**src/rtl/product_accumulator.sv**
```systemverilog
// Product accumulator: sums groups of unsigned multiplier products over valid/ready.
// Emits per-group sum, saturating beat count and sticky carry flag.
module product_accumulator #(
    parameter int N     = 8,
    parameter int ACC_W = 2*N+8,
    parameter int CNT_W = 8
) (
    input  logic             clk,
    input  logic             rst_n,
    input  logic             clear,
    input  logic             in_valid,
    output logic             in_ready,
    input  logic [2*N-1:0]   in_product,
    input  logic             in_last,
    output logic             out_valid,
    input  logic             out_ready,
    output logic [ACC_W-1:0] out_sum,
    output logic [CNT_W-1:0] out_count,
    output logic             out_overflow
);

    localparam int PW = 2*N;

    typedef enum logic {
        ST_ACC,
        ST_DONE
    } state_t;

    state_t state_q, state_d;

    logic [ACC_W-1:0] acc_q, acc_d;
    logic [CNT_W-1:0] cnt_q, cnt_d;
    logic             ovf_q, ovf_d;
    logic [ACC_W-1:0] sum_q, sum_d;
    logic [CNT_W-1:0] ocnt_q, ocnt_d;
    logic             oovf_q, oovf_d;

    logic             accept;
    logic [ACC_W:0]   sum_ext;
    logic [CNT_W-1:0] cnt_inc;

    assign accept  = in_valid && in_ready;
    assign sum_ext = {1'b0, acc_q} + {{(ACC_W+1-PW){1'b0}}, in_product};
    assign cnt_inc = (cnt_q == {CNT_W{1'b1}}) ? cnt_q : cnt_q + CNT_W'(1);

    always_ff @(posedge clk or negedge rst_n) begin
        if (!rst_n) begin
            state_q <= ST_ACC;
        end else begin
            state_q <= state_d;
        end
    end

    always_comb begin
        state_d = state_q;
        unique case (state_q)
            ST_ACC:  if (accept && in_last) state_d = ST_DONE;
            ST_DONE: if (out_ready)         state_d = ST_ACC;
            default: state_d = ST_ACC;
        endcase
    end

    always_comb begin
        in_ready  = (state_q == ST_ACC) && !clear;
        out_valid = (state_q == ST_DONE);
    end

    // Result registers only move when a group closes; they persist past the handshake.
    always_comb begin
        acc_d  = acc_q;
        cnt_d  = cnt_q;
        ovf_d  = ovf_q;
        sum_d  = sum_q;
        ocnt_d = ocnt_q;
        oovf_d = oovf_q;
        if (state_q == ST_ACC) begin
            if (clear) begin
                acc_d = '0;
                cnt_d = '0;
                ovf_d = 1'b0;
            end else if (accept) begin
                if (in_last) begin
                    sum_d  = sum_ext[ACC_W-1:0];
                    ocnt_d = cnt_inc;
                    oovf_d = ovf_q | sum_ext[ACC_W];
                    acc_d  = '0;
                    cnt_d  = '0;
                    ovf_d  = 1'b0;
                end else begin
                    acc_d = sum_ext[ACC_W-1:0];
                    cnt_d = cnt_inc;
                    ovf_d = ovf_q | sum_ext[ACC_W];
                end
            end
        end
    end

    always_ff @(posedge clk or negedge rst_n) begin
        if (!rst_n) begin
            acc_q  <= '0;
            cnt_q  <= '0;
            ovf_q  <= 1'b0;
            sum_q  <= '0;
            ocnt_q <= '0;
            oovf_q <= 1'b0;
        end else begin
            acc_q  <= acc_d;
            cnt_q  <= cnt_d;
            ovf_q  <= ovf_d;
            sum_q  <= sum_d;
            ocnt_q <= ocnt_d;
            oovf_q <= oovf_d;
        end
    end

    assign out_sum      = sum_q;
    assign out_count    = ocnt_q;
    assign out_overflow = oovf_q;

endmodule

```
**config.mk**
```make
export PLATFORM = sky130hd
export DESIGN_NAME = product_accumulator
export DESIGN_NICKNAME = d
export VERILOG_FILES = /design/src/rtl/product_accumulator.sv
export SDC_FILE = /design/constraint.sdc
export NUM_CORES = 1
export LEC_CHECK = 0
export BUFFER_PORTS_ARGS = -buffer_cell sky130_fd_sc_hd__clkbuf_2
export CORE_MARGIN = 2
export CORE_UTILIZATION = 45
export CTS_CLUSTER_SIZE = 25
export DETAILED_ROUTE_END_ITERATION = 10
export GPL_TIMING_DRIVEN = 0
export PLACE_DENSITY = 0.66
export SYNTH_ARGS = -nofsm -noshare
export SYNTH_HDL_FRONTEND = slang
export SYNTH_SLANG_ARGS = --single-unit
```
**constraint.sdc**
```tcl
create_clock -name clk -period 3.3 [get_ports clk]
set_clock_uncertainty 0.2 [all_clocks]
set_input_delay 0.33 -clock clk [delete_from_list [all_inputs] [get_ports clk]]
set_output_delay 0.33 -clock clk [all_outputs]
set_load 0.02 [all_outputs]
```
## Word level (Yosys, flattened, before mapping)

Index checks and enable logic that the tools add are counted.
W data, S select, Z words.

- Reduce and logical (&&, ||, !) cells: 7
- Eq/ne operators: 1
- Shift-type cells: 0
- Multiply operators: 0
- $add $sub $neg: 2
- Order comparisons: 0
- Bitwise logic cells: 3
- Mux-type cells: 13
- Div/mod/pow operators: 0

Operators by type and width:

| cell | count |
|---|---|
| $mux W24 | 3 |
| $mux W8 | 4 |
| $add A24 B16 Y25 | 1 |
| $add A8 B1 Y8 const B | 1 |
| $eq A8 B8 Y1 const B | 1 |
| $mux W1 | 5 |
| $reduce_and A4 Y1 | 1 |
| $logic_and A1 B1 Y1 | 3 |
| $not A1 Y1 | 2 |
| $pmux W1 S2 | 1 |
| $reduce_and A2 Y1 | 1 |
| $reduce_bool A2 Y1 | 1 |
| $logic_not A1 Y1 | 1 |
| $or A1 B1 Y1 | 1 |

- Input bits: 22
- Latch bits: 0
- ROM bits: 0
- Register bits after elaboration: 67
- Memories kept: 0
- Bits in writable memories: 0

## Longest topological paths before layout

- Word-level depth: 6
- Mapped depth: 11
- Depth with buffers taken out: 10

## Least setup slack after synthesis

No wires, ideal clock.

- Path kind: flip-flop to flip-flop
- From: register acc_q[0]
- To: register oovf_q (netlist: out_overflow)
- Slack: 807 ps
- Arrival: 2219 ps
- Buffers on the path: 0
- Cell stages (with the launch flop): 11
- Cells stage by stage: dfrtp_1 ha_1 inv_1 fa_1 nand2b_1 a21oi_1 nor3_1 o21ai_2 a21oi_2 or4b_4 a21oi_2

- Longest elaborated chain between the ends: 2

RTL lines:

| item | line | text |
|---|---|---|
| start, declared | 31 | `logic [ACC_W-1:0] acc_q, acc_d;` |
| start signal, assigned | 100 | `acc_q <= '0;` |
| start signal, assigned | 107 | `acc_q <= acc_d;` |
| $add A24 B16 Y25 | 43 | `assign sum_ext = {1'b0, acc_q} + {{(ACC_W+1-PW){1'b0}}, in_product};` |
| $or A1 B1 Y1 | 85 | `oovf_d = ovf_q \| sum_ext[ACC_W];` |
| end signal, assigned | 112 | `oovf_q <= oovf_d;` |
| end, declared | 36 | `logic oovf_q, oovf_d;` |

Every way passes these cells.
A chain may end at the register's enable or synchronous reset.

## Worst setup path after layout

- From: register acc_q[0]
- To: register sum_q[22] (netlist: out_sum[22])

- Longest elaborated chain between the ends: 1

RTL lines:

| item | line | text |
|---|---|---|
| $add A24 B16 Y25 | 43 |  |
| end signal, assigned | 110 | `sum_q <= sum_d;` |
| end, declared | 34 | `logic [ACC_W-1:0] sum_q, sum_d;` |

Every way passes these cells.

==> reports/qor.csv <==
stage,metric,value,unit
outcome,outcome,"complete, no violations",
synth,syn_nets,428,
sta,setup TNS,0,ps
finish,area delta synth->final,18.3,%
route,DR DRC count,0,
synth,Yosys Warn Count,0,
placement,Placed Area,4010,sq um
route,Via density,5.48,
worst_setup_path,Setup Crit Path Kind,reg -> reg,
pwr,leakage,2.06,nW
sta,"Hold Vio Cnt, Final",0,
worst_hold_path,Hold Path Class,in -> reg,
pwr,VDD IR-drop max,219,uV
sta,period utilization,85.3,%
sta,Final min period,2820,ps
clock_network,Clock Latency Late Sink,350,ps
die,Core Area,7730,sq um
worst_setup_path,crit path max fanout,10,
synth,Synth Register Bits,67,
sta,RSZ-0062 raised after global routing,false,
synth,Netlist Area Pre-Place,3570,sq um
synth,"count leader, synth",nand2_1,
finish,layout cells sized above 1,17.5,%
sta,final setup vio count,0,
sta,Worst slew margin,49.0,%
synth,Main synth FF type,dfrtp_1,
die,full die area,8660,sq um
die,Chip Height,93.1,microns
synth,fraction of registers with async set/reset,100,%
finish,Fill cells,703,
finish,final cell count without fillers,564,
pwr,P per Cell Area,508,nW/um^2
route,wire per inst,15.6,microns
grt,All-Layer GR Usage,21.6,%
clock_network,CTS tree,built,
synth,"Seq/Total Area, Yosys",47.0,%
synth,simple-gate share of the synthesized area,16.5,%
clock_network,clk slew on worst S/H paths,70,ps
finish,n_diodes,0,
grt,first-pass GRT wire length,14.5,mm
placement,RD Place Congestion,0.866,
placement,IO buf count,56,
worst_setup_path,CP startpoint kind,register,
sta,Max Transition Viols Final,0,
die,site row count,32,
die,Die W,93.1,microns
placement,cell count after placement,547,
synth,share of the synthesized area in the top cell type,47.0,%
placement,DP HPWL,6.49,mm
synth,largest family of logic cells by synthesized area,compound AO/OA/AOI/OAI gates,
finish,"Net count, final",498,
worst_setup_path,CP required,3370,ps
synth,Post-synth EDFFs,0,
route,routed vias,3092,
route,DR pass1 iterations,4,
synth,"area leader, netlist",dfrtp_1,
sta,Slew @ Worst Pin,762,ps
clock_network,clock buffer depth,2,
clock_network,CTS H-tree depth,3,
route,"wirelength, routed",8.78,mm
flow_run,Max-cap violations,0,
synth,post-synthesis cell type count,47,
worst_setup_path,Worst Setup End Kind,register,
synth,post-synthesis mux area share,0.561,%
synth,post-synthesis compound-gate area fraction,21.7,%
synth,Synth Area in XOR/XNOR,5.15,%
die,Top Ports,57,
grt,largest net degree at the start of global routing,46,
synth,Syn Inst Count,388,
finish,"Design Area, Final",4220,sq um
route,DRT antenna net count,0,
synth,largest cells by area after synthesis,"dfrtp_1 (47%), nand2_1 (7.4%), o21ai_0 (7.3%), ha_1 (6.0%), a21oi_1 (2.8%)",
worst_setup_path,Worst path slowest cell,fa_1,
route,DRT iter0 DRCs,116,
clock_network,clock sinks,67,
synth,Post-Synth Adder-Cell Area,6.52,%
sta,Fmax achieved,355,MHz
grt,gr ovfl total,0,
synth,synth cell count leaders,"nand2_1 (70), dfrtp_1 (67), o21ai_0 (52), a21oi_1 (20), nor2_1 (18)",
clock_network,CTS Root Cell,clkbuf_8,
clock_network,# resized after CTS,0,
worst_setup_path,CP cell instances,ha_1 -> inv_1 -> fa_1 -> nand2b_1 -> a21oi_1 -> nor3_1 -> o21ai_2 -> a21oi_2 -> buf_6 -> or3_1 -> a31oi_1,
worst_setup_path,WP data arrival,2880,ps
sta,worst hold slack,169,ps
worst_setup_path,"slowest stage delay, CP",390,ps
grt,initial antenna violation count,0,
clock_network,CTS Buf Count,9,
synth,syn avg cell area,9.20,sq um
die,initial core utilization,46.2,%
grt,vias in the first global route,2984,
-- power breakdown --
part	switching (W)	total [W]	internal [W]
logic	0.000322	0.000493	0.000171
registers	0.0000510	0.000961	0.000910
clock network	0.000306	0.000691	0.000386
total	0.000679	0.00214	0.00147
-- area by class of cell --
cell class | count | area (sq um) | area share, %
flip-flops and latches | 67 | 1680 | 39.7
multi-input cells | 298 | 1800 | 42.6
well taps | 102 | 128 | 3.02
clock inverters | 2 | 35.0 | 0.830
clock buffers | 13 | 159 | 3.76
inverters | 9 | 33.8 | 0.800
repair buffers | 59 | 330 | 7.82
plain buffers | 14 | 60.1 | 1.42
-- through the flow --
stage / utilization, % / power (W) / setup WS (ps)
CTS: 54.6 / 0.00216 / 477
detailed placement: 51.9 / 0.00147 / 450
global route: 54.6 / 0.00226 / 341
finish: 54.6 / 0.00214 / 485
global placement: 51.5 / 0.00145 / 476
floorplan: - / 0.00129 / 807
-- routing by layer --
metal  global-route usage (%)  vias up  share of wire (%)
li1                         -     1512                  -
met1                     29.1     1485                 46
met2                     35.0       79                 47
met5                        0        -                  0
met3                     2.98       16                4.7
met4                     9.56        0                2.3
-- worst max-delay path, delay by kind of cell, from the launching register on --
family	cells	cell delay, ps
adders and majority gates	2	590
and+or+nand+nor	3	600
AOI/OAI and AO/OA	4	740
buffers and inverters	2	230
DFF	1	370
-- final timing paths --
path | from | end | cells after the start | slack (ps)
max in group asynchronous | rst_n | acc_q[10]$_DFFE_PN0P_ | 3 | 2120
worst min-delay path | in_product[0] | out_sum[0]$_DFFE_PN0P_ | 4 | 170
worst max-delay path | acc_q[0]$_DFFE_PN0P_ | out_sum[22]$_DFFE_PN0P_ | 11 | 480
worst min register to register | out_count[2]$_DFFE_PN0P_ | out_count[2]$_DFFE_PN0P_ | 2 | 280
min in group asynchronous | rst_n | out_sum[7]$_DFFE_PN0P_ | 2 | 240
worst max register to register | acc_q[0]$_DFFE_PN0P_ | out_sum[22]$_DFFE_PN0P_ | 11 | 480
-- layout by cell type (no fill, tap or decap), types with 8 or more instances in the layout --
cell type and n:
nand2_1 70, dfrtp_1 67, clkbuf_2 55, o21ai_0 52
a21oi_1 20, nor2_1 18, ha_1 17, clkbuf_1 14
o21ai_1 11, xnor2_1 11, clkbuf_8 11, xor2_1 10
inv_1 9, and3_1 9, a21o_1 9, nand3_1 8
-- registers in the layout, summed over array words and instances, names as in the netlist --
signal        count
out_overflow      1
cnt_q             8
out_sum          24
ovf_q             1
out_count         8
acc_q            24
out_valid         1
-- kinds of logic (layout without fill, tap and decap cells) --
| group | Yosys count | count (layout) |
|---|---|---|
| flip-flops | 67 | 67 |
| AND/OR/NAND/NOR | 129 | 129 |
| buffers and inverters | 23 | 97 |
| AO/OA/AOI/OAI | 128 | 128 |
| XOR/XNOR | 21 | 21 |
| multiplexers | 2 | 2 |
| adder cells (fa/ha/maj) | 18 | 18 |
-- repair_timing --
| item | 4_1_cts | 5_1_grt |
|---|---|---|
| setup buffers | 0 | 0 |
| hold buffers | 2 | 0 |
| endpoints found under the hold margin | 23 | 0 |
(Power assumes the default switching activity.)
